### config.mk
export PLATFORM = sky130hd
export DESIGN_NAME = ec_datapath
export DESIGN_NICKNAME = d
export VERILOG_FILES = /design/src/rtl/ec_datapath.sv
export SDC_FILE = /design/constraint.sdc
export NUM_CORES = 1
export LEC_CHECK = 0
export ABC_CLOCK_PERIOD_IN_PS = 4000
export BUFFER_PORTS_ARGS = -buffer_cell sky130_fd_sc_hd__buf_4
export CAP_MARGIN = 20
export CELL_PAD_IN_SITES_DETAIL_PLACEMENT = 1
export CELL_PAD_IN_SITES_GLOBAL_PLACEMENT = 1
export CORE_ASPECT_RATIO = 2
export CORE_MARGIN = 2
export CORE_UTILIZATION = 35
export DETAILED_ROUTE_END_ITERATION = 10
export GPL_TIMING_DRIVEN = 0
export PLACE_DENSITY = 0.64
export SYNTH_ARGS = -nofsm -noshare
export SYNTH_HDL_FRONTEND = slang
export SYNTH_SLANG_ARGS = --single-unit
export TNS_END_PERCENT = 10
### constraint.sdc
create_clock -name clock -period 4 [get_ports clock]
set_input_delay 0.2 -clock clock [delete_from_list [all_inputs] [get_ports clock]]
set_output_delay 0.2 -clock clock [all_outputs]
set_load 0.05 [all_outputs]
### src/rtl/ec_datapath.sv
// ec_datapath: execution datapath of the 8-bit accumulator processor.
// Holds PC, IR, accumulator A, a unified program/data memory and the add/sub ALU.
// Optional macro DP_OVERFLOW_EN adds a sticky signed-overflow output (ovf).
module ec_datapath #(
    parameter int DW = 8,
    parameter int AW = 5
) (
    input  logic          clock,
    input  logic          reset,
    input  logic          IRload,
    input  logic          JMPmux,
    input  logic          PCload,
    input  logic          Meminst,
    input  logic          MenWr,
    input  logic [1:0]    Asel,
    input  logic          Aload,
    input  logic          Sub,
    input  logic          Halt,
    input  logic [DW-1:0] data_in,
    input  logic          prog_we,
    input  logic [AW-1:0] prog_addr,
    input  logic [DW-1:0] prog_data,
    output logic [2:0]    IR,
`ifdef DP_OVERFLOW_EN
    output logic          ovf,
`endif
    output logic          Aeq0,
    output logic          Apos,
    output logic [DW-1:0] A_out,
    output logic [AW-1:0] PC_out
);

    localparam int DEPTH = 2 ** AW;

    logic [DW-1:0] r_mem [0:DEPTH-1];
    logic [AW-1:0] r_pc;
    logic [DW-1:0] r_ir;
    logic [DW-1:0] r_a;

    logic [DW-1:0] w_inst;
    logic [DW-1:0] w_m;
    logic [DW-1:0] w_b;
    logic [DW-1:0] w_alu;
    logic [DW-1:0] w_amux;
    logic [AW-1:0] w_waddr;
    logic          w_run;

    // Reset and Halt both freeze architectural updates; program load is independent of them.
    assign w_run   = !reset && !Halt;

    // Two asynchronous read ports: instruction at PC, operand at the IR address field.
    assign w_inst  = r_mem[r_pc];
    assign w_m     = r_mem[r_ir[AW-1:0]];
    assign w_waddr = Meminst ? r_ir[AW-1:0] : r_pc;

    // Subtract as A + ~M + 1; carry/borrow out is simply dropped.
    assign w_b     = Sub ? ~w_m : w_m;
    assign w_alu   = r_a + w_b + {{(DW-1){1'b0}}, Sub};

    // Accumulator source select.
    always_comb begin
        w_amux = '0;
        case (Asel)
            2'b00:   w_amux = w_alu;
            2'b01:   w_amux = data_in;
            2'b10:   w_amux = w_m;
            default: w_amux = '0;
        endcase
    end

    // Memory write port: program load wins and drops a same-edge datapath store.
    always_ff @(posedge clock) begin
        if (prog_we)
            r_mem[prog_addr] <= prog_data;
        else if (MenWr && w_run)
            r_mem[w_waddr] <= r_a;
    end

    // PC / IR / A registers; every read above uses pre-edge values.
    always_ff @(posedge clock) begin
        if (reset) begin
            r_pc <= '0;
            r_ir <= '0;
            r_a  <= '0;
        end else if (!Halt) begin
            if (IRload)
                r_ir <= w_inst;
            if (PCload)
                r_pc <= JMPmux ? r_ir[AW-1:0] : r_pc + 1'b1;
            if (Aload)
                r_a  <= w_amux;
        end
    end

`ifdef DP_OVERFLOW_EN
    logic r_ovf;
    logic w_ovf;

    // Signed overflow: addends share a sign and the result sign differs from it.
    assign w_ovf = (r_a[DW-1] == w_b[DW-1]) && (w_alu[DW-1] != r_a[DW-1]);

    // Sticky overflow flag, cleared only by reset.
    always_ff @(posedge clock) begin
        if (reset)
            r_ovf <= 1'b0;
        else if (!Halt && Aload && (Asel == 2'b00) && w_ovf)
            r_ovf <= 1'b1;
    end

    assign ovf = r_ovf;
`endif

    assign IR     = r_ir[DW-1:DW-3];
    assign Aeq0   = (r_a == '0);
    assign Apos   = !r_a[DW-1] && (r_a != '0);
    assign A_out  = r_a;
    assign PC_out = r_pc;

endmodule

# After elaboration in Yosys (flattened, before gate mapping)
# Memory sizes are Yosys's and may differ from the RTL's. A register that Yosys moved wholly into a read port is not among the register bits.
# Index checks and enable logic that the tools add are counted.
[totals] output_inout_bits=18 word_cells=35 mem_bits_rw=256 ff_bits=13 latchBits=0 mem_bits_ro=0 mem_count=1
[classes] n_mux=12 add_sub_neg=3 n_mul=0 n_lt_le_gt_ge=0 bitwise_logic=2 shift=0 n_reduce_logical=13 div=0 n_eq_ne=2
[mem_list] memory="r_mem" words=32 width=8 read_ports=2 rd_clocked_by_memory_dff=1 wr=1 line="35" source="logic [DW-1:0] r_mem [0:DEPTH-1];"
[op_table] op="$pmux W8 S3" count=1
[op_table] op="$mux W8" count=2
[op_table] op="$mux W5" count=3
[op_table] op="$add A8 B1 Y8" count=1
[op_table] op="$add A8 B8 Y8" count=1
[op_table] op="$logic_not A8 Y1" count=1
[op_table] op="$not A8 Y8" count=1
[op_table] op="$reduce_bool A8 Y1" count=1
[op_table] op="$reduce_or A8 Y1" count=1
[op_table] op="$mux W1" count=6
[op_table] op="$reduce_and A2 Y1" count=3
[op_table] op="$add A5 B1 Y5 const B" count=1
[op_table] op="$logic_and A1 B1 Y1" count=3
[op_table] op="$logic_not A1 Y1" count=3
[op_table] op="$eq A2 B1 Y1 const B" count=1
[op_table] op="$eq A2 B2 Y1 const B" count=1
[op_table] op="$logic_not A2 Y1" count=1
[op_table] op="$not A1 Y1" count=1

# Logic depth before layout (Yosys ltp)
# Gate-level depths: netlist (run 1).
[logic_depth] ltp_word=8 depth_mapped=16 mapped_depth_nobuf=14

# Least setup slack after synthesis (run 1)
# Ideal clock, no wire load.
[synth_path] path_type="register -> register" start="reg r_ir[0], read port of r_mem" end="reg r_a[6], in the netlist A_out[6]" path_buffers=2 period_less_slack_ps=3700 required_time_ps=3914 stages_incl_launch_ff=16 slack_ps=300 t_arrival_ps=3614 path_cell_list="dfxtp_1 buf_6 buf_2 mux4_2 mux4_2 mux2i_1 xnor2_1 fa_1 a21o_1 a21oi_1 o21bai_1 a21oi_1 xor2_1 o21ai_0 o21ai_1 a211oi_1"
[synth_between] elab_chain_len=6
[synth_rtl] item="from (decl)" line="37" source="logic [DW-1:0] r_ir;"
[synth_rtl] item="$mem_v2 Z32 W8 (*)"
[synth_rtl] item="$not A8 Y8" line="57" source="assign w_b = Sub ? ~w_m : w_m;"
[synth_rtl] item="$mux W8" line="57"
[synth_rtl] item="$add A8 B8 Y8" line="58" source="assign w_alu = r_a + w_b + {{(DW-1){1'b0}}, Sub};"
[synth_rtl] item="$add A8 B1 Y8" line="58"
[synth_rtl] item="$pmux W8 S3 (*)" line="63" source="case (Asel)"
[synth_rtl] item="to (signal assigned)" line="91" source="r_a <= w_amux;"
[synth_rtl] item="to (decl)" line="38" source="logic [DW-1:0] r_a;"
# Mark *: on every way between the ends. The rest lies on a longest branch, timed or not.
# A chain may end at the register's enable or synchronous reset.

==> run_summary.xml, run 1 <==
<?xml version="1.0" encoding="UTF-8"?>
<metrics>
  <group name="yosys">
    <metric name="synth_top_area_frac" unit="">0.565</metric>
    <metric name="synth_area_leaders" unit="">edfxtp_1, mux4_2, dfxtp_1</metric>
    <metric name="postSynth.topFlopCell" unit="">edfxtp_1</metric>
    <metric name="syn-mean-instance-area" unit="sq um">18.2</metric>
    <metric name="ys_warn_count" unit="">0</metric>
    <metric name="synthesis.instances" unit="">750</metric>
    <metric name="syn-cell-area" unit="sq mm">0.0136</metric>
    <metric name="seq_area_frac_synth" unit="">0.596</metric>
    <metric name="synth_most_common_cell" unit="">edfxtp_1</metric>
    <metric name="synth_edf_count" unit="">256</metric>
    <metric name="async_flop_share" unit="">0</metric>
    <metric name="postSynthNetCount" unit="">792</metric>
    <metric name="synth.ff_latch_count" unit="">277</metric>
    <metric name="synthDistinctLibCells" unit="">54</metric>
    <metric name="synthTopCellsByCount" unit="">edfxtp_1, mux4_2, nor2_1</metric>
    <metric name="synth_area_leader_cell" unit="">edfxtp_1</metric>
  </group>
  <group name="grt">
    <metric name="grt_pass1_wl" unit="um">63700</metric>
    <metric name="first_global_vias" unit="">8810</metric>
    <metric name="grt_antenna_before_repair" unit="">0</metric>
    <metric name="grt-ovfl-total" unit="">0</metric>
    <metric name="grt.total_usage" unit="">0.225</metric>
    <metric name="grt_max_degree" unit="">33</metric>
  </group>
  <group name="status">
    <metric name="violated_checks" unit="">setup timing</metric>
    <metric name="status" unit="">finished with violations</metric>
  </group>
  <group name="detailed_routing">
    <metric name="detail_route.drc_violations" unit="">0</metric>
    <metric name="detail_route.wirelength" unit="um">44900</metric>
    <metric name="post_drt_via_cell_ratio" unit="">5.72</metric>
    <metric name="routedWlPerCell" unit="um">31.9</metric>
    <metric name="vias" unit="">8057</metric>
    <metric name="postRouteAntennaNets" unit="">0</metric>
    <metric name="drtPass1Iterations" unit="">5</metric>
    <metric name="dr.first_iter.drc_count" unit="">624</metric>
  </group>
  <group name="placement">
    <metric name="post-place-cells" unit="">1345</metric>
    <metric name="gpl.final_weighted_congestion" unit="">0.900</metric>
    <metric name="place.detailed.hpwl" unit="um">34100</metric>
    <metric name="io_buffers" unit="">49</metric>
  </group>
  <group name="die">
    <metric name="initial_core_util" unit="">0.353</metric>
    <metric name="pin_count" unit="">52</metric>
    <metric name="die_h" unit="um">283</metric>
    <metric name="dieArea" unit="sq mm">0.0406</metric>
    <metric name="coreArea" unit="sq mm">0.0385</metric>
    <metric name="floorplan.rows" unit="">102</metric>
    <metric name="die_width" unit="um">143</metric>
  </group>
  <group name="clock_tree">
    <metric name="cts.clk_slew.worst_paths" unit="ps">80</metric>
    <metric name="tritoncts.num_buffers" unit="">24</metric>
    <metric name="worst_skew_pair.late_latency" unit="ps">550</metric>
    <metric name="ctsHtreeMaxLevel" unit="">1</metric>
    <metric name="cts_num_sinks" unit="">277</metric>
    <metric name="root_buffer" unit="">clkbuf_16</metric>
    <metric name="cts_tree" unit="">done</metric>
    <metric name="max-clock-path-buffers" unit="">3</metric>
  </group>
  <group name="worst_setup_path">
    <metric name="worst_setup_path_start_kind" unit="">register</metric>
    <metric name="worstPathMaxFanout" unit="">10</metric>
    <metric name="flop2flop_setup_slack" unit="ps">-0.6</metric>
    <metric name="worst-endpoint-arrival" unit="ps">4400</metric>
    <metric name="path_class" unit="">reg -&gt; reg</metric>
    <metric name="r2r.worst_path.cells" unit="">7</metric>
    <metric name="source_of_the_worst_register_to_register_timing_path" unit="">PC_out[1]</metric>
    <metric name="cp_data_required_time" unit="ps">4400</metric>
    <metric name="setup.worst_path.end_class" unit="">register</metric>
    <metric name="r2r_end" unit="">r_ir[4]</metric>
  </group>
  <group name="power_and_ir_drop">
    <metric name="leak_pwr" unit="nW">5.04</metric>
    <metric name="vdd_drop_max" unit="mV">0.242</metric>
    <metric name="cellPowerDensity" unit="mW/mm^2">407</metric>
  </group>
  <group name="sta">
    <metric name="rsz_0062_raised_after_global_routing" unit="">yes</metric>
    <metric name="clock_skew" unit="ps">20.8</metric>
    <metric name="drv_slew" unit="">0</metric>
    <metric name="highest_attainable_clock_frequency" unit="MHz">250</metric>
    <metric name="worst_slew_pin_slew" unit="ps">1160</metric>
    <metric name="setup_viol" unit="">1</metric>
    <metric name="finalWorstPathRequiredPeriod" unit="ps">4000</metric>
    <metric name="finalHoldViolCount" unit="">0</metric>
    <metric name="post-route-worst-setup-slack" unit="ps">-0.574</metric>
    <metric name="timing.final.crit_share" unit="">1.00</metric>
    <metric name="slew_headroom" unit="">0.226</metric>
  </group>
  <group name="final_layout">
    <metric name="stdcell_count" unit="">1408</metric>
    <metric name="finish.net_count" unit="">913</metric>
    <metric name="share_of_final_layout_standard_cells_stronger_than_drive_strength_1" unit="">0.384</metric>
    <metric name="final_core_utilization" unit="">0.420</metric>
    <metric name="antenna_cells" unit="">0</metric>
    <metric name="synthToLayoutAreaGrowth" unit="%">19.0</metric>
  </group>
  <group name="min_path">
    <metric name="min_to" unit="">A_out[7]</metric>
    <metric name="whs_path_depth" unit="">4</metric>
    <metric name="holdCritPathClass" unit="">in -&gt; reg</metric>
    <metric name="hold_path.startpoint" unit="">data_in[7]</metric>
  </group>
  <group name="flow_run">
    <metric name="drv_cap" unit="">0</metric>
  </group>
</metrics>
[area by class of cell]
cell class / count / area [sq um]
buffer: 58 / 450
clock buffer: 27 / 633
clock inverter: 16 / 114
fill: 3755 / 22300
inverter: 4 / 15.0
multi-input combinational: 411 / 5360
sequential: 277 / 8110
tap: 520 / 651
timing repair buffer: 95 / 862
[kinds of logic after synthesis]
| logic type | Yosys count | share of synthesized area |
|---|---|---|
| compound gates | 71 | 0.0342 |
| xor+xnor | 11 | 0.00708 |
| fa+ha+maj | 8 | 0.00790 |
| buf+inv | 62 | 0.0225 |
| flops | 277 | 0.596 |
| mux | 193 | 0.290 |
| simple gates | 128 | 0.0431 |
[state kept, by name, indices dropped and copies added, names as in the netlist]
register  flops
A_out         8
r_mem       256
PC_out        5
r_ir          8
[critical path, stage by stage (launching register included)]
cell,delay (ps)
dfxtp_1,380
clkbuf_1,240
buf_1,690
buf_1,870
mux4_2,420
mux4_2,520
mux2i_1,560
a211oi_1,160
[how the worst max path moves through the flow]
| stage | from | to | slack, ps | cells past startpoint |
|---|---|---|---|---|
| finish | PC_out[1] | r_ir[4] | -0.6 | 7 |
| global route | PC_out[1] | r_mem[14][6] | -190 | 7 |
| CTS | PC_out[1] | r_mem[10][5] | -30 | 7 |
| detailed placement | r_ir[1] | A_out[6] | -960 | 16 |
| global placement | r_ir[1] | A_out[6] | -860 | 16 |
| floorplan | r_ir[0] | A_out[6] | 300 | 15 |
[cells in the final DEF (no fill, tap or decap), types with 20 or more instances in the layout]
master	n
dfxtp_1	20
mux2i_1	20
nor2_1	65
clkbuf_16	28
mux4_2	148
edfxtp_1	256
buf_4	71
buf_6	25
clkbuf_1	26
nand2_1	21
[where the power goes]
group          switching (mW)  internal, mW
Clock                    1.10          1.21
Sequential             0.0327          3.21
Combinational           0.582         0.460
Total                    1.72          4.88
[per-layer routing]
metal  GRT usage  vias up  wire length (um)
li1            -     3381                 -
met1       0.214     4281             13900
met2       0.444      279             26500
met3      0.0264      116              1510
met4       0.134        0              2980
met5           0        -                 0
[repair_timing]
action	4_1_cts	5_1_grt
hold endpoints to repair	2	0
gates cloned	0	1
setup buffers	6	12
hold buffers	1	0
endpoints found under the setup margin	28	74
pin swaps	4	3
resized for setup	60	20
[per-stage QoR]
step	setup TNS, ps	area [sq um]	total power, mW	setup slack (ps)	hold slack (ps)
after CTS	-291	16000	6.60	-31.3	34.9
final	-0.574	16200	6.60	-0.574	52.5
after global placement	-13420	14600	4.21	-863	423
after global routing	-5890	16200	6.77	-189	87.9
after floorplan	0	13600	3.90	300	278
after detailed placement	-4190	15000	4.24	-960	427
Note: power is estimated with default switching activity, not from simulation.
==> run 2, diff against run 1 <==
ABC_CLOCK_PERIOD_IN_PS = unset   (was 4000)
CORE_UTILIZATION = 45   (was 35)
PLACE_DENSITY = 0.77   (was 0.64)
clock period = 3.45 ns   (was 4 ns; I/O delays follow)
==> run 2 against run 1 <==
Effect of this change: the flow still finishes with violations (setup timing); combinational power up 15%; power increased by 22%; sequential share of layout area up 0.63 points; clock-buffer cell count grew 5; largest cell class unchanged; highest routed layer unchanged.
==> run_summary.xml, run 2 (same netlist as run 1, synthesis figures left out) <==
<?xml version="1.0" encoding="UTF-8"?>
<metrics>
  <group name="detailed_routing">
    <metric name="dr.first_iter.drc_count" unit="">1101</metric>
    <metric name="detail_route.drc_violations" unit="">0</metric>
    <metric name="drtPass1Iterations" unit="">5</metric>
    <metric name="detail_route.wirelength" unit="um">42600</metric>
    <metric name="routedWlPerCell" unit="um">34.2</metric>
    <metric name="vias" unit="">8460</metric>
    <metric name="postRouteAntennaNets" unit="">0</metric>
    <metric name="post_drt_via_cell_ratio" unit="">6.80</metric>
  </group>
  <group name="final_layout">
    <metric name="layout.cells.most_common_list" unit="">edfxtp_1, mux4_2, buf_4, nor2_1, clkbuf_16</metric>
    <metric name="antenna_cells" unit="">0</metric>
    <metric name="finish.net_count" unit="">899</metric>
    <metric name="stdcell_count" unit="">1245</metric>
    <metric name="post-route-cell-area" unit="sq mm">0.0160</metric>
    <metric name="largest_register" unit="">r_mem</metric>
    <metric name="layout_commonest_cell" unit="">edfxtp_1</metric>
    <metric name="synthToLayoutAreaGrowth" unit="%">17.5</metric>
    <metric name="share_of_final_layout_standard_cells_stronger_than_drive_strength_1" unit="">0.399</metric>
    <metric name="ff_latch_area" unit="sq mm">0.00811</metric>
    <metric name="fillCellCount" unit="">2720</metric>
    <metric name="largest_reg_flops" unit="">256</metric>
    <metric name="multi_input_area" unit="sq mm">0.00540</metric>
  </group>
  <group name="die">
    <metric name="die_h" unit="um">250</metric>
    <metric name="die_width" unit="um">127</metric>
    <metric name="pin_count" unit="">52</metric>
    <metric name="dieArea" unit="sq mm">0.0317</metric>
    <metric name="initial_core_util" unit="">0.455</metric>
    <metric name="floorplan.rows" unit="">90</metric>
    <metric name="coreArea" unit="sq mm">0.0300</metric>
  </group>
  <group name="clock_tree">
    <metric name="worst_skew_pair.late_latency" unit="ps">560</metric>
    <metric name="max-clock-path-buffers" unit="">3</metric>
    <metric name="ctsHtreeMaxLevel" unit="">1</metric>
    <metric name="root_buffer" unit="">clkbuf_16</metric>
    <metric name="tritoncts.num_buffers" unit="">27</metric>
    <metric name="cts_tree" unit="">done</metric>
    <metric name="cts_num_sinks" unit="">277</metric>
    <metric name="cts.clk_slew.worst_paths" unit="ps">70</metric>
  </group>
  <group name="sta">
    <metric name="total_negative_setup_slack" unit="ps">-1730</metric>
    <metric name="finalWorstPathRequiredPeriod" unit="ps">3840</metric>
    <metric name="timing.final.crit_share" unit="">1.11</metric>
    <metric name="final.hold.worst_slack" unit="ps">18.5</metric>
    <metric name="highest_attainable_clock_frequency" unit="MHz">260</metric>
    <metric name="slew_headroom" unit="">0.212</metric>
    <metric name="finalHoldViolCount" unit="">0</metric>
    <metric name="worst_slew_pin_slew" unit="ps">1180</metric>
    <metric name="drv_slew" unit="">0</metric>
    <metric name="setup_viol" unit="">6</metric>
    <metric name="rsz_0062_raised_after_global_routing" unit="">yes</metric>
    <metric name="clock_skew" unit="ps">13.5</metric>
    <metric name="post-route-worst-setup-slack" unit="ps">-390</metric>
  </group>
  <group name="grt">
    <metric name="grt_antenna_before_repair" unit="">0</metric>
    <metric name="first_global_vias" unit="">9011</metric>
    <metric name="grt.total_usage" unit="">0.271</metric>
    <metric name="grt_pass1_wl" unit="um">61200</metric>
    <metric name="grt_max_degree" unit="">33</metric>
    <metric name="grt-ovfl-total" unit="">0</metric>
  </group>
  <group name="placement">
    <metric name="io_buffers" unit="">49</metric>
    <metric name="place.detailed.hpwl" unit="um">29100</metric>
    <metric name="post-place-cells" unit="">1173</metric>
    <metric name="preCtsSetupSlack" unit="ps">-1160</metric>
    <metric name="gpl.final_weighted_congestion" unit="">0.868</metric>
    <metric name="placedInstanceArea" unit="sq mm">0.0146</metric>
  </group>
  <group name="worst_setup_path">
    <metric name="worst_setup_path_start_kind" unit="">register</metric>
    <metric name="path_class" unit="">reg -&gt; reg</metric>
    <metric name="worst-endpoint-arrival" unit="ps">4260</metric>
    <metric name="worstPathMaxFanout" unit="">9</metric>
    <metric name="cp_data_required_time" unit="ps">3870</metric>
    <metric name="setup.worst_path.end_class" unit="">register</metric>
  </group>
  <group name="power_and_ir_drop">
    <metric name="comb_power_share" unit="">0.150</metric>
    <metric name="leak_pwr" unit="nW">4.99</metric>
    <metric name="vdd_drop_max" unit="mV">0.473</metric>
    <metric name="sw_frac_of_total" unit="">0.258</metric>
    <metric name="p_sw" unit="mW">2.07</metric>
    <metric name="cellPowerDensity" unit="mW/mm^2">502</metric>
    <metric name="power.clock.fraction" unit="">0.382</metric>
    <metric name="seqPwrFrac" unit="">0.469</metric>
    <metric name="p_int" unit="mW">5.96</metric>
  </group>
  <group name="status">
    <metric name="status" unit="">finished with violations</metric>
    <metric name="violated_checks" unit="">setup timing</metric>
  </group>
  <group name="min_path">
    <metric name="holdCritPathClass" unit="">in -&gt; reg</metric>
  </group>
  <group name="flow_run">
    <metric name="drv_cap" unit="">0</metric>
  </group>
</metrics>
-- run 2: changes by cell type in the layout (fill, tap and decap cells not counted), sizes merged --
cell / delta
buf: -21
clkinv: -7
clkbuf: +6
clkinvlp: +3
dlygate4sd3: +3
inv: +3
bufinv: +2
-- run 2: cell type report --
type                    instances  share of cell area
clock buffers                  32              0.0440
flip-flops and latches        277               0.507
repair buffers                 78              0.0411
plain buffers                  58              0.0278
clock inverters                17              0.0125
multi-input cells             411               0.338
inverters                       4            0.000939
well taps                     368              0.0288
-- run 2: what timing repair did --
action | CTS | global route
hold buffers | 4 | 0
gates resized for setup | 65 | 21
setup buffers | 12 | 6
endpoints found under the setup margin | 245 | 37
hold endpoints to repair | 5 | 0
gates cloned | 0 | 0
pin swaps | 9 | 8
-- run 2: layer usage --
metal / wire length [um] / GRT usage
met5: 0 / 0
met3: 2900 / 0.0300
met4: 2690 / 0.148
met1: 15200 / 0.345
met2: 21800 / 0.455
-- run 2: power groups by stage --
| stage | Combinational (mW) | Sequential, mW | Clock (mW) |
|---|---|---|---|
| final | 1.20 | 3.76 | 3.07 |
| after global routing | 1.26 | 3.77 | 3.19 |
| after CTS | 1.15 | 3.76 | 3.07 |
| after detailed placement | 1.06 | 3.84 | 0 |
| after global placement | 1.02 | 3.83 | 0 |
| after floorplan | 0.677 | 3.85 | 0 |
-- run 2: worst paths after layout --
kind	startpoint	endpoint	slack, ps	cells past startpoint
worst min-delay path	data_in[0]	A_out[0]	20	5
worst max-delay path	r_ir[0]	A_out[6]	-390	15
worst max register to register	r_ir[0]	A_out[6]	-390	15
worst min register to register	r_ir[6]	r_ir[6]	500	2
-- run 2: critical path, stage by stage, from the launching register on --
cell and delay (ps):
dfxtp_4 370, buf_12 150, buf_12 150, mux4_2 560, mux4_2 600, mux2i_4 240
xnor2_2 120, fa_2 380, a21o_1 180, a21oi_2 140, o21bai_1 90, a21oi_1 200
xor2_1 160, o21ai_1 90, o21ai_1 180, a211oi_2 80
-- run 2: metrics by stage --
step | utilization | power, mW
2_1_floorplan | - | 4.53
3_3_place_gp | 0.483 | 4.85
3_5_place_dp | 0.486 | 4.90
4_1_cts | 0.529 | 7.99
5_1_grt | 0.534 | 8.21
6_report | 0.534 | 8.03
==> run 3, diff against run 2 <==
RECOVER_POWER = 100   (was unset)
==> run 3 against run 2 <==
Effect of this change: the flow still finishes with violations (setup timing); non-clock buffer count is the same; sequential power is essentially flat; combinational power is essentially flat; first-iteration DRC count shrank 6.8%; critical path depth shrank 8; clock skew shrank 0.62 ps.
==> run_summary.xml, run 3 (same netlist as run 1, synthesis figures left out) <==
<?xml version="1.0" encoding="UTF-8"?>
<metrics>
  <group name="worst_setup_path">
    <metric name="cpMostUsedCell" unit="">clkbuf_1</metric>
    <metric name="worst_setup_path_start_kind" unit="">register</metric>
    <metric name="path_class" unit="">reg -&gt; reg</metric>
    <metric name="cp_data_required_time" unit="ps">3640</metric>
    <metric name="crit_path_max_incr_delay" unit="ps">840</metric>
    <metric name="worstPathMaxFanout" unit="">10</metric>
    <metric name="worstSetupStartpoint" unit="">PC_out[1]</metric>
    <metric name="path_cells" unit="">clkbuf_1 &gt; buf_2 &gt; clkbuf_1 &gt; mux2i_1 &gt; a21oi_1 &gt; nand2_1 &gt; nor2_2</metric>
    <metric name="critical_path.slowest_cell" unit="">clkbuf_1</metric>
    <metric name="source_of_the_worst_register_to_register_timing_path" unit="">PC_out[1]</metric>
    <metric name="worst-endpoint-arrival" unit="ps">4040</metric>
    <metric name="setup.worst_path.end_class" unit="">register</metric>
  </group>
  <group name="sta">
    <metric name="timing.final.crit_share" unit="">1.12</metric>
    <metric name="setup_viol" unit="">226</metric>
    <metric name="worst_slew_pin_slew" unit="ps">1190</metric>
    <metric name="post-route-worst-setup-slack" unit="ps">-405</metric>
    <metric name="slew_headroom" unit="">0.203</metric>
    <metric name="finalWorstPathRequiredPeriod" unit="ps">3860</metric>
    <metric name="drv_slew" unit="">0</metric>
    <metric name="finalHoldViolCount" unit="">0</metric>
    <metric name="final.hold.worst_slack" unit="ps">14.5</metric>
    <metric name="clock_skew" unit="ps">12.9</metric>
    <metric name="total_negative_setup_slack" unit="ps">-53210</metric>
    <metric name="highest_attainable_clock_frequency" unit="MHz">259</metric>
    <metric name="rsz_0062_raised_after_global_routing" unit="">yes</metric>
  </group>
  <group name="clock_tree">
    <metric name="max-clock-path-buffers" unit="">3</metric>
    <metric name="cts_num_sinks" unit="">277</metric>
    <metric name="cts.clk_slew.worst_paths" unit="ps">70</metric>
    <metric name="worst_skew_pair.late_latency" unit="ps">560</metric>
    <metric name="root_buffer" unit="">clkbuf_16</metric>
    <metric name="ctsHtreeMaxLevel" unit="">1</metric>
    <metric name="cts_tree" unit="">done</metric>
    <metric name="tritoncts.num_buffers" unit="">27</metric>
  </group>
  <group name="die">
    <metric name="initial_core_util" unit="">0.455</metric>
    <metric name="coreArea" unit="sq mm">0.0300</metric>
    <metric name="floorplan.rows" unit="">90</metric>
    <metric name="die_width" unit="um">127</metric>
    <metric name="die_h" unit="um">250</metric>
    <metric name="pin_count" unit="">52</metric>
    <metric name="dieArea" unit="sq mm">0.0317</metric>
  </group>
  <group name="detailed_routing">
    <metric name="detail_route.drc_violations" unit="">0</metric>
    <metric name="drtPass1Iterations" unit="">5</metric>
    <metric name="vias" unit="">8483</metric>
    <metric name="routedWlPerCell" unit="um">34.2</metric>
    <metric name="postRouteAntennaNets" unit="">0</metric>
    <metric name="detail_route.wirelength" unit="um">42600</metric>
    <metric name="dr.first_iter.drc_count" unit="">1026</metric>
    <metric name="post_drt_via_cell_ratio" unit="">6.81</metric>
  </group>
  <group name="min_path">
    <metric name="hold_path.startpoint" unit="">data_in[0]</metric>
    <metric name="holdCritPathClass" unit="">in -&gt; reg</metric>
  </group>
  <group name="grt">
    <metric name="grt_antenna_before_repair" unit="">0</metric>
    <metric name="grt_pass1_wl" unit="um">61200</metric>
    <metric name="grt.total_usage" unit="">0.271</metric>
    <metric name="grt_max_degree" unit="">33</metric>
    <metric name="first_global_vias" unit="">9011</metric>
    <metric name="grt-ovfl-total" unit="">0</metric>
  </group>
  <group name="final_layout">
    <metric name="synthToLayoutAreaGrowth" unit="%">16.9</metric>
    <metric name="share_of_final_layout_standard_cells_stronger_than_drive_strength_1" unit="">0.366</metric>
    <metric name="largest_register" unit="">r_mem</metric>
    <metric name="layout.cells.most_common_list" unit="">edfxtp_1, mux4_2, buf_4, nor2_1, clkbuf_1</metric>
    <metric name="layout_commonest_cell" unit="">edfxtp_1</metric>
    <metric name="finish.net_count" unit="">899</metric>
    <metric name="largest_reg_flops" unit="">256</metric>
    <metric name="antenna_cells" unit="">0</metric>
  </group>
  <group name="power_and_ir_drop">
    <metric name="leak_pwr" unit="nW">4.90</metric>
    <metric name="vdd_drop_max" unit="mV">0.472</metric>
    <metric name="cellPowerDensity" unit="mW/mm^2">504</metric>
  </group>
  <group name="placement">
    <metric name="preCtsSetupSlack" unit="ps">-1160</metric>
    <metric name="gpl.final_weighted_congestion" unit="">0.868</metric>
    <metric name="place.detailed.hpwl" unit="um">29100</metric>
    <metric name="io_buffers" unit="">49</metric>
  </group>
  <group name="status">
    <metric name="violated_checks" unit="">setup timing</metric>
    <metric name="status" unit="">finished with violations</metric>
  </group>
  <group name="flow_run">
    <metric name="drv_cap" unit="">0</metric>
  </group>
</metrics>
run 3: cell count changes in the layout (fill, tap and decap cells not counted):
cell | previous run | this run
buf_1 | 7 | 6
buf_4 | 70 | 51
clkbuf_1 | 25 | 48
clkbuf_2 | 6 | 3
mux2_1 | 0 | 7
mux2_2 | 9 | 2
run 3: routing by layer:
layer,share of wire,GRT usage,vias up
met1,0.36,0.345,4478
met3,0.070,0.0300,142
met4,0.064,0.148,0
met2,0.51,0.455,484
met5,0,0,-
li1,-,-,3379
run 3: timing repair:
item	CTS	global route
pin swaps	9	8
setup endpoints to repair	245	37
hold buffers	4	0
resized for setup	65	21
setup buffers	12	6
hold endpoints to repair	5	0
run 3: critical path: cells and delay by family (launching register included):
| kind | cells | cell delay, ps |
|---|---|---|
| buffers and inverters | 3 | 1470 |
| and+or+nand+nor | 2 | 1090 |
| DFF | 1 | 380 |
| AOI/OAI and AO/OA | 1 | 320 |
| muxes | 1 | 210 |
run 3: stage by stage:
stage,total power [mW],utilization,std cells,area (sq um)
CTS,7.99,0.529,1238,15900
floorplan,4.53,-,750,13700
finish,8.02,0.531,1245,15900
global route,8.20,0.531,1245,15900
global placement,4.85,0.483,1167,14500
detailed placement,4.90,0.486,1173,14600
run 3: area by class of cell:
cell class,count,area (sq um)
Buffer,58,442
Inverter,4,15.0
Fill cell,2734,14000
Sequential cell,277,8110
Clock buffer,32,704
Clock inverter,17,200
Timing Repair Buffer,78,587
Tap cell,368,460
Multi-Input combinational cell,411,5400
run 3: worst paths after layout:
check	cells past startpoint	endpoint	slack, ps
setup / recovery	7	r_mem[14][0]	-410
hold / removal	5	A_out[0]	10
setup reg to reg	7	r_mem[14][0]	-410
hold reg to reg	2	r_ir[6]	510
run 3: report_power, final:
| group | switching, mW | total, mW | internal [mW] |
|---|---|---|---|
| combinational | 0.677 | 1.19 | 0.509 |
| sequential | 0.0368 | 3.77 | 3.73 |
| clock | 1.36 | 3.07 | 1.71 |
| total | 2.08 | 8.02 | 5.95 |
